File: src/rtl/fir_mac_seq_pkg.sv
// Shared types and widths for the fir_mac_seq FIR core.
package fir_pkg;

    localparam int unsigned SAMPLE_W = 4;
    localparam int unsigned COEF_W   = 9;
    localparam int unsigned PROD_W   = 16;
    localparam int unsigned Y_W      = 16;

    localparam logic signed [Y_W-1:0] Y_MAX = 16'sh7FFF;
    localparam logic signed [Y_W-1:0] Y_MIN = 16'sh8000;

    typedef enum logic [1:0] {
        ST_IDLE = 2'd0,
        ST_MAC  = 2'd1,
        ST_DONE = 2'd2
    } fir_state_e;

    // Clamp a sign-extended sum into the 16-bit output range.
    function automatic logic signed [Y_W-1:0] sat_y(input logic signed [31:0] v);
        if (v > 32'(Y_MAX)) begin
            return Y_MAX;
        end else if (v < 32'(Y_MIN)) begin
            return Y_MIN;
        end
        return Y_W'(v);
    endfunction

endpackage

File: src/rtl/fir_mac_seq_if.sv
// Sample, coefficient and result handshake bundle for fir_mac_seq.
interface fir_mac_seq_if
    import fir_pkg::*;
#(
    parameter int unsigned TAPS = 16
);
    localparam int unsigned AW = $clog2(TAPS);

    logic                       in_valid;
    logic                       in_ready;
    logic signed [SAMPLE_W-1:0] in;
    logic                       coef_we;
    logic [AW-1:0]              coef_addr;
    logic signed [COEF_W-1:0]   coef_data;
    logic                       out_valid;
    logic                       out_ready;
    logic signed [Y_W-1:0]      y;

    modport master (
        output in_valid, in, coef_we, coef_addr, coef_data, out_ready,
        input  in_ready, out_valid, y
    );

    modport slave (
        input  in_valid, in, coef_we, coef_addr, coef_data, out_ready,
        output in_ready, out_valid, y
    );

endinterface

File: src/rtl/fir_mac_seq_shift_mul.sv
// Combinational signed shift-add multiplier: 4-bit sample times 9-bit coefficient.
module shift_mul
    import fir_pkg::*;
(
    input  logic signed [SAMPLE_W-1:0] in,
    input  logic signed [COEF_W-1:0]   h,
    output logic signed [PROD_W-1:0]   p
);

    logic signed [PROD_W-1:0] h_ext;
    logic signed [PROD_W-1:0] sum;

    assign h_ext = PROD_W'(h);

    // The sample MSB carries negative weight, so its partial product is subtracted.
    always_comb begin
        sum = '0;
        for (int i = 0; i < int'(SAMPLE_W); i++) begin
            if (in[i]) begin
                if (i == int'(SAMPLE_W) - 1) begin
                    sum = sum - (h_ext <<< i);
                end else begin
                    sum = sum + (h_ext <<< i);
                end
            end
        end
    end

    assign p = sum;

endmodule

File: src/rtl/fir_mac_seq.sv
// Time-multiplexed FIR core: one tap per cycle through a single shift_mul.
// Build option: FIR_SAT_EN clamps the output instead of wrapping it.
module fir_mac_seq
    import fir_pkg::*;
#(
    parameter int unsigned TAPS = 16
)(
    input  logic          clk,
    input  logic          rst_n,
    fir_mac_seq_if.slave  bus
);

    localparam int unsigned AW    = $clog2(TAPS);
    localparam int unsigned ACC_W = PROD_W + $clog2(TAPS);
    localparam logic [AW:0] TAPS_L = (AW+1)'(TAPS);
    localparam logic [AW-1:0] K_LAST = AW'(TAPS - 1);

    fir_state_e                 state_q, state_d;
    logic [AW-1:0]              k_q, k_d;
    logic signed [ACC_W-1:0]    acc_q, acc_d;
    logic signed [SAMPLE_W-1:0] x_q [TAPS];
    logic signed [SAMPLE_W-1:0] x_d [TAPS];
    logic signed [COEF_W-1:0]   h_q [TAPS];
    logic signed [COEF_W-1:0]   h_d [TAPS];
    logic signed [Y_W-1:0]      y_q, y_d;
    logic                       out_valid_q, out_valid_d;
    logic                       in_ready_q, in_ready_d;

    logic signed [PROD_W-1:0]   prod_c;
    logic signed [ACC_W-1:0]    sum_c;
    logic signed [Y_W-1:0]      y_conv_c;
    logic                       addr_ok_c;

    shift_mul u_mul (
        .in (x_q[k_q]),
        .h  (h_q[k_q]),
        .p  (prod_c)
    );

    assign sum_c     = acc_q + ACC_W'(prod_c);
    assign addr_ok_c = {1'b0, bus.coef_addr} < TAPS_L;

`ifdef FIR_SAT_EN
    assign y_conv_c = sat_y(32'(sum_c));
`else
    assign y_conv_c = sum_c[Y_W-1:0];
`endif

    always_comb begin
        state_d     = state_q;
        k_d         = k_q;
        acc_d       = acc_q;
        x_d         = x_q;
        h_d         = h_q;
        y_d         = y_q;
        out_valid_d = out_valid_q;
        in_ready_d  = in_ready_q;

        // Coefficient bank is only writable while idle; lands before a same-edge sample's MAC.
        if (state_q == ST_IDLE && bus.coef_we && addr_ok_c) begin
            h_d[bus.coef_addr] = bus.coef_data;
        end

        case (state_q)
            ST_IDLE: begin
                if (bus.in_valid && in_ready_q) begin
                    for (int i = int'(TAPS) - 1; i > 0; i--) begin
                        x_d[i] = x_q[i-1];
                    end
                    x_d[0]     = bus.in;
                    acc_d      = '0;
                    k_d        = '0;
                    in_ready_d = 1'b0;
                    state_d    = ST_MAC;
                end
            end
            ST_MAC: begin
                acc_d = sum_c;
                k_d   = k_q + AW'(1);
                if (k_q == K_LAST) begin
                    y_d         = y_conv_c;
                    out_valid_d = 1'b1;
                    state_d     = ST_DONE;
                end
            end
            ST_DONE: begin
                if (bus.out_ready) begin
                    out_valid_d = 1'b0;
                    in_ready_d  = 1'b1;
                    state_d     = ST_IDLE;
                end
            end
            default: begin
                out_valid_d = 1'b0;
                in_ready_d  = 1'b1;
                state_d     = ST_IDLE;
            end
        endcase
    end

    always_ff @(posedge clk or negedge rst_n) begin
        if (!rst_n) begin
            state_q     <= ST_IDLE;
            k_q         <= '0;
            acc_q       <= '0;
            y_q         <= '0;
            out_valid_q <= 1'b0;
            in_ready_q  <= 1'b1;
            for (int i = 0; i < int'(TAPS); i++) begin
                x_q[i] <= '0;
                h_q[i] <= '0;
            end
        end else begin
            state_q     <= state_d;
            k_q         <= k_d;
            acc_q       <= acc_d;
            y_q         <= y_d;
            out_valid_q <= out_valid_d;
            in_ready_q  <= in_ready_d;
            x_q         <= x_d;
            h_q         <= h_d;
        end
    end

    assign bus.in_ready  = in_ready_q;
    assign bus.out_valid = out_valid_q;
    assign bus.y         = y_q;

endmodule

File: src/flat_wrapper.sv
// flat-port wrapper written by rule: the top's interface ports become plain ports
module fir_mac_seq_flat import fir_pkg::*;
#(
    parameter int unsigned TAPS = 16
)
  (clk, rst_n, bus_in_valid, bus_in, bus_coef_we, bus_coef_addr, bus_coef_data, bus_out_ready, bus_in_ready, bus_out_valid, bus_y);
  fir_mac_seq_if #(.TAPS(TAPS)) bus_i ();
  input  logic clk;
  input  logic rst_n;
  input wire logic [$bits(bus_i.in_valid)-1:0] bus_in_valid;
  input wire logic [$bits(bus_i.in)-1:0] bus_in;
  input wire logic [$bits(bus_i.coef_we)-1:0] bus_coef_we;
  input wire logic [$bits(bus_i.coef_addr)-1:0] bus_coef_addr;
  input wire logic [$bits(bus_i.coef_data)-1:0] bus_coef_data;
  input wire logic [$bits(bus_i.out_ready)-1:0] bus_out_ready;
  output wire logic [$bits(bus_i.in_ready)-1:0] bus_in_ready;
  output wire logic [$bits(bus_i.out_valid)-1:0] bus_out_valid;
  output wire logic [$bits(bus_i.y)-1:0] bus_y;
  assign bus_i.in_valid = bus_in_valid;
  assign bus_i.in = bus_in;
  assign bus_i.coef_we = bus_coef_we;
  assign bus_i.coef_addr = bus_coef_addr;
  assign bus_i.coef_data = bus_coef_data;
  assign bus_i.out_ready = bus_out_ready;
  assign bus_in_ready = bus_i.in_ready;
  assign bus_out_valid = bus_i.out_valid;
  assign bus_y = bus_i.y;
  fir_mac_seq #(.TAPS(TAPS)) u_core (.clk(clk), .rst_n(rst_n), .bus(bus_i));
endmodule
File: config.mk
export PLATFORM = sky130hd
export DESIGN_NAME = fir_mac_seq_flat
export DESIGN_NICKNAME = d
export VERILOG_FILES = /design/src/rtl/fir_mac_seq_pkg.sv /design/src/rtl/fir_mac_seq_if.sv /design/src/rtl/fir_mac_seq_shift_mul.sv /design/src/rtl/fir_mac_seq.sv /design/src/flat_wrapper.sv
export SDC_FILE = /design/constraint.sdc
export NUM_CORES = 1
export LEC_CHECK = 0
export ABC_AREA = 1
export BUFFER_PORTS_ARGS = -buffer_cell sky130_fd_sc_hd__buf_2
export CAP_MARGIN = 40
export CORE_MARGIN = 4
export CORE_UTILIZATION = 60
export CTS_CLUSTER_SIZE = 24
export DETAILED_ROUTE_END_ITERATION = 16
export PLACE_DENSITY = 0.73
export SLEW_MARGIN = 10
export SYNTH_ARGS = -nofsm -noshare
export SYNTH_HDL_FRONTEND = slang
export SYNTH_SLANG_ARGS = --single-unit
File: constraint.sdc
create_clock -name clk -period 9.52 [get_ports clk]
set_input_delay 1.428 -clock clk [delete_from_list [all_inputs] [get_ports clk]]
set_output_delay 1.428 -clock clk [all_outputs]
set_load 0.05 [all_outputs]
======== Yosys cells after proc, flatten, opt, wreduce, memory -nomap -nowiden ========
Index checks and enable logic that the tools add are counted.
word-level totals
  flip-flop bits (word level) ............. 252
  output and inout bits ................... 18
  word-level logic and storage cells ...... 94
operators by class
  add/sub/neg operators ................... 5
  $lt $le $gt $ge ......................... 3
  eq/ne operators ......................... 6
  multiplexer cells ....................... 27
  bitwise logic cells ..................... 4
  reduce and logical (&&, ||, !) cells .... 11
operators with widths
  kind                   count
  $bwmux W144            1
  $mux W16               4
  $pmux W20 S2           1
  $bmux W9 S4            1
  $demux W9 S4           1
  $mux W9                3
  $add A20 B16 Y20       1
  $mux W20               1
  $add A16 B10 Y16       1
  $add A16 B11 Y16       1
  $bmux W4 S4            1
  $sub A16 B12 Y16       1
  $mux W4                3
  $ge A5 B5 Y1 const B   2
  $not A4 Y5             2
  $reduce_and A3 Y1      3
  $pmux W4 S2            1
  $mux W2                3
  $pmux W1 S3            2
  $pmux W2 S3            1
  $reduce_and A2 Y1      3
  $lt A5 B1 Y1 const B   1
  $add A4 B1 Y4 const B  1
  $eq A4 B4 Y1 const B   1
  9 further kinds        16

======== Depth between registers and ports, before layout ========
  depth in word-level cells ............... 13
  mapped depth ............................ 58
  mapped depth without buffers ............ 54

======== Modules after synthesis ========
Synthesis repeated with hierarchy kept, for this count alone.
second synthesis, totals
  cell total of the unflattened synthesis .. 1868
  area, all modules ....................... 14222.4 µm²
modules (own cells, without submodules)
  module       instances  cells an instance  area an instance (µm²)  seq. area each (µm²)
  fir_mac_seq  1          1445               11896.4                 6207.2
  shift_mul    1          423                2326.0                  0.0

======== Worst setup path after synthesis ========
No wires, ideal clock.
  path type ............................... reg2reg
  start point ............................. register u_core.k_q[0]
  end point ............................... register u_core.y_q[15] (netlist: u_core.bus.y[15])
  arrival time ............................ 6798 ps
  path slack .............................. 2604 ps
  cell stages (with the launch flop) ...... 56
  cells stage by stage .................... dfrtp_1 -> buf_6 -> inv_6 -> buf_4 -> buf_4 -> buf_6 -> buf_4 -> buf_4 -> buf_4 -> clkbuf_1 -> nand2_1 -> a311oi_1 -> o21ai_0 -> nand2_1 -> ha_1 -> ha_1 -> inv_1 -> nand2_1 -> (+20 left out) -> nand2_1 -> nand2_1 -> a21oi_1 -> o21bai_1 -> or2_2 -> a21oi_1 -> a21oi_2 -> ha_1 -> nand2_1 -> nor2_1 -> nand3_1 -> o2111ai_1 -> xor2_1 -> inv_1 -> nand3_1 -> nand2_1 -> nand2_1 -> nand2_1
between the ends
  cells in the longest elaborated chain, start to end .. 12
ends and longest elaborated chain
  item                                                                   RTL line                              RTL
  start: declaration                                                     fir_mac_seq.sv:19                     logic [AW-1:0] k_q, k_d;
  start signal: assignment                                               fir_mac_seq.sv:115                    k_q <= k_d;
  $not A4 Y5 (implied by the code)                                       fir_mac_seq.sv:35, fir_mac_seq.sv:36
  $bmux W9 S4 or $bmux W4 S4 (tied branches)                             fir_mac_seq.sv:36, fir_mac_seq.sv:35
  $mux W9 (implied by the code) or $mux W4 (tied branches) (2 in a row)  fir_mac_seq.sv:36, fir_mac_seq.sv:35
  $mux W16                                                               fir_mac_seq_shift_mul.sv:19           if (in[i]) begin
  $add A16 B10 Y16                                                       fir_mac_seq_shift_mul.sv:23           sum = sum + (h_ext <<< i);
  $mux W16                                                               fir_mac_seq_shift_mul.sv:19
  $add A16 B11 Y16                                                       fir_mac_seq_shift_mul.sv:23
  $mux W16                                                               fir_mac_seq_shift_mul.sv:19
  $sub A16 B12 Y16                                                       fir_mac_seq_shift_mul.sv:21           sum = sum - (h_ext <<< i);
  $mux W16                                                               fir_mac_seq_shift_mul.sv:19
  $add A20 B16 Y20                                                       fir_mac_seq.sv:40                     assign sum_c = acc_q + ACC_W'(prod_c);
  end signal: assignment                                                 fir_mac_seq.sv:117                    y_q <= y_d;
  end: declaration                                                       fir_mac_seq.sv:25                     logic signed [Y_W-1:0] y_q, y_d;
Several ways; a longest one is shown, not always the timed one. The select of a mux whose other input is x is not followed.
A chain may end at the register's enable or synchronous reset.

======== Worst setup path in the final report ========
  start point ............................. register u_core.k_q[0]
  end point ............................... register u_core.acc_q[15]
between the ends
  cells in the longest elaborated chain, start to end .. 13
ends and longest elaborated chain
  item                                                                   RTL line                              RTL
  $not A4 Y5 (implied by the code) *                                     fir_mac_seq.sv:35, fir_mac_seq.sv:36
  $bmux W9 S4 or $bmux W4 S4 (tied branches)                             fir_mac_seq.sv:36, fir_mac_seq.sv:35
  $mux W9 (implied by the code) or $mux W4 (tied branches) (2 in a row)  fir_mac_seq.sv:36, fir_mac_seq.sv:35
  $mux W16                                                               fir_mac_seq_shift_mul.sv:19
  $add A16 B10 Y16                                                       fir_mac_seq_shift_mul.sv:23
  $mux W16                                                               fir_mac_seq_shift_mul.sv:19
  $add A16 B11 Y16                                                       fir_mac_seq_shift_mul.sv:23
  $mux W16                                                               fir_mac_seq_shift_mul.sv:19
  $sub A16 B12 Y16                                                       fir_mac_seq_shift_mul.sv:21
  $mux W16 *                                                             fir_mac_seq_shift_mul.sv:19
  $add A20 B16 Y20 *                                                     fir_mac_seq.sv:40
  $pmux W20 S2 *                                                         fir_mac_seq.sv:64                     case (state_q)
  end signal: assignment                                                 fir_mac_seq.sv:105                    acc_q <= '0;
  end signal: assignment                                                 fir_mac_seq.sv:116                    acc_q <= acc_d;
  end: declaration                                                       fir_mac_seq.sv:20                     logic signed [ACC_W-1:0] acc_q, acc_d;
Mark *: on every way between the ends. The rest lies on a longest branch, timed or not. The select of a mux whose other input is x is not followed.

==> results.toml <==
[outcome]
run_status = "complete, no violations"

[sta]
relSlewSlack_pct = 44.7
finalHoldViolations = 0
max_freq_mhz = 123
fin_hold_ws_ps = 472
finalSetupViolations = 0
setup-tns-final_ps = 0
rsz0062_at_grt = "no"
clock_skew_ps = 24.7
worst_pin_slew_ps = 827
finalMaxSlewViolations = 0
finalCritPeriodShare_pct = 85.6
layout_min_cycle_time_ps = 8150

[hold_path]
hp-class = "register to register"

[yosys]
syn-num-nets = 1896
syn_area_sq_um = 14000
synth_cell_types = 59
synth_sequential_area_ratio_pct = 44.4
synth-seq-cells = 248
ys_warn_count = 0
synthArstFlopShare_pct = 100
synth_ff_type = "dfrtp_1"
synth_cells = 1823
synth.avg_cell_area_sq_um = 7.67
synth-edff-count = 0

[flow_run]
cap_violations = 0

[clock_tree]
ctsHtreeMaxLevel = 1
tritoncts = "done"
clk_latency_ps = 550
cts_buffer_depth = 3
cts_setup_buffers = 0
clock-sinks = 248
cts_hold_buf = 0
cts-root-buf = "clkbuf_16"
cts_repair_resize_count = 0
cts_buffers = 27
clkSlewWorstSetupHoldPaths_ps = 60

[drt]
wl_mm = 36.1
vias = 12309
via_per_inst = 5.71
route.met2.wl_mm = 16.0
antenna_left = 0
drt-initial-drc-count = 1313
drc = 0
dr_wl_met3_mm = 2.43
dr.pass1.iters = 6
met1_length_mm = 17.0
dr.max_layer_used = "met4"
wl_per_cell_microns = 16.8

[placement]
gp_congestion = 0.924
dpl.hpwl_mm = 23.8
placed_cells = 2107
portBuffers = 39

[global_routing]
antenna_found_initial = 0
first_global_vias = 11721
grt_pass1_wl_mm = 60.8
grtUsageTotal_pct = 28.4
grt_overflow_total = 0
grt_max_degree = 110

[layout]
insertedDiodeCount = 0
fin_nets = 1896
final_cells = 2157
final_core_util_pct = 67.0
area_growth_syn_to_layout_pct = 9.15
drive_gt1_share_pct = 9.22

[critical_path]
worst_setup_path_end_kind = "register"
worst_path_most_repeated_cell = "nand2_1"
cp.arrival_ps = 8590
critical-path-max-stage-delay_ps = 850
crit_required_ps = 9960
slowest_stage = "dfrtp_4"
crit_type = "register to register"
path_buf_inv = 5
cp-start-kind = "register"
crit_family = "simple AND/OR/NAND/NOR gates"
worstPathMaxFanout = 64

[die]
core_sq_um = 22800
start_util_pct = 61.4
die_h_microns = 161
io_pins = 40
dieArea_sq_um = 25800
die_width_microns = 161
rows = 55
[path summary, 6_finish.rpt]
check	cells past startpoint	endpoint	slack, ps	start
max in group asynchronous	3	u_core.k_q[0]	7400	rst_n
worst max register to register	51	u_core.acc_q[15]	1370	u_core.k_q[0]
worst min-delay path	2	u_core.bus.y[2]	470	u_core.bus.y[2]
min in group asynchronous	1	u_core.x_q[23]	950	rst_n
worst min register to register	2	u_core.bus.y[2]	470	u_core.bus.y[2]
worst max-delay path	51	u_core.acc_q[15]	1370	u_core.k_q[0]
[final cells by class]
type / count / area, sq um
clock buffer: 40 / 805
inverter: 155 / 594
timing repair buffer: 56 / 400
fill: 1970 / 7510
tap: 313 / 392
sequential: 248 / 6210
clock inverter: 10 / 140
multi-input combinational: 1335 / 6720
[state kept, by name, indices dropped and copies added (netlist names)]
signal	cells
u_core.state_q	2
u_core.h_q	144
u_core.x_q	64
u_core.bus.in_ready	1
u_core.bus.y	16
u_core.bus.out_valid	1
u_core.acc_q	16
u_core.k_q	4
[layout by cell type (no fill, tap or decap), types with 3 or more instances in the layout]
master       n
buf_2       38
clkbuf_16   27
bufinv_16    3
fa_1         3
o21ai_0    275
o22ai_1      7
nor2_1      96
clkbuf_8     8
nand2_4      3
o21ai_2      3
a21o_1       3
clkbuf_1     5
o21a_1       3
or2_2        7
xnor2_1      3
o211ai_1    12
a311oi_1     3
inv_1      136
inv_2       11
a21oi_1     71
nand3_2     13
o2111ai_1    5
a21oi_2      3
o21ai_1     11
buf_16       3
nand4_1     17
a22o_1      11
clkinv_2     6
nand2_1    586
o221ai_1     6
clkinv_1     5
a31oi_1      7
nand2_2     17
nor3_1       5
dfrtp_1    246
xor2_1      14
nand3_1     81
buf_4       12
ha_1        48
[worst reg2reg max path, delay by kind of cell (launching register included)]
family                   cells  cell delay (ps)
buffers and inverters        5              900
adder cells (fa/ha/maj)      5             1370
flip-flops                   1              850
XOR/XNOR                     1              210
AND/OR/NAND/NOR             26             2730
AO/OA/AOI/OAI               14             1980
[logic make-up (layout without fill, tap and decap cells)]
group	count (synthesis)	count (layout)	synth area share, %
buffers and inverters	240	261	7.58
multiplexers	1	1	0.0716
XOR/XNOR	17	17	1.06
adder cells (fa/ha/maj)	51	51	4.72
AO/OA/AOI/OAI	434	434	17.4
AND/OR/NAND/NOR	832	832	24.8
flip-flops	248	248	44.4
[Yosys cell counts, drive strengths merged (5+ instances only)]
cell type,instances,share of area (%)
a21oi,74,2.7
a22o,11,0.69
a31oi,7,0.31
buf,37,2.0
clkbuf,48,1.3
clkinv,6,0.20
dfrtp,247,44
ha,48,4.3
inv,149,4.1
nand2,606,17
nand3,94,3.8
nand4,17,0.76
nor2,98,2.8
nor3,5,0.18
o2111ai,5,0.31
o211ai,12,0.64
o21ai,290,11
o221ai,6,0.38
o22ai,7,0.31
or2,8,0.36
xor2,14,0.88
[routing by layer]
metal | global-route usage, % | up-vias
met1 | 43.0 | 5828
met2 | 44.1 | 429
met5 | 0 | -
met3 | 3.39 | 43
met4 | 6.53 | 0
li1 | - | 6009
[through the flow]
| stage | setup WS (ps) | instance area, sq um |
|---|---|---|
| after floorplan | 2600 | 14000 |
| after global routing | 510 | 15300 |
| after detailed placement | 1600 | 14300 |
| after global placement | 1730 | 14200 |
| final | 1370 | 15300 |
| after CTS | 1530 | 15300 |
Power is not shown: default switching activity piles up to over one toggle a cycle in this logic, so the estimate is an artifact.
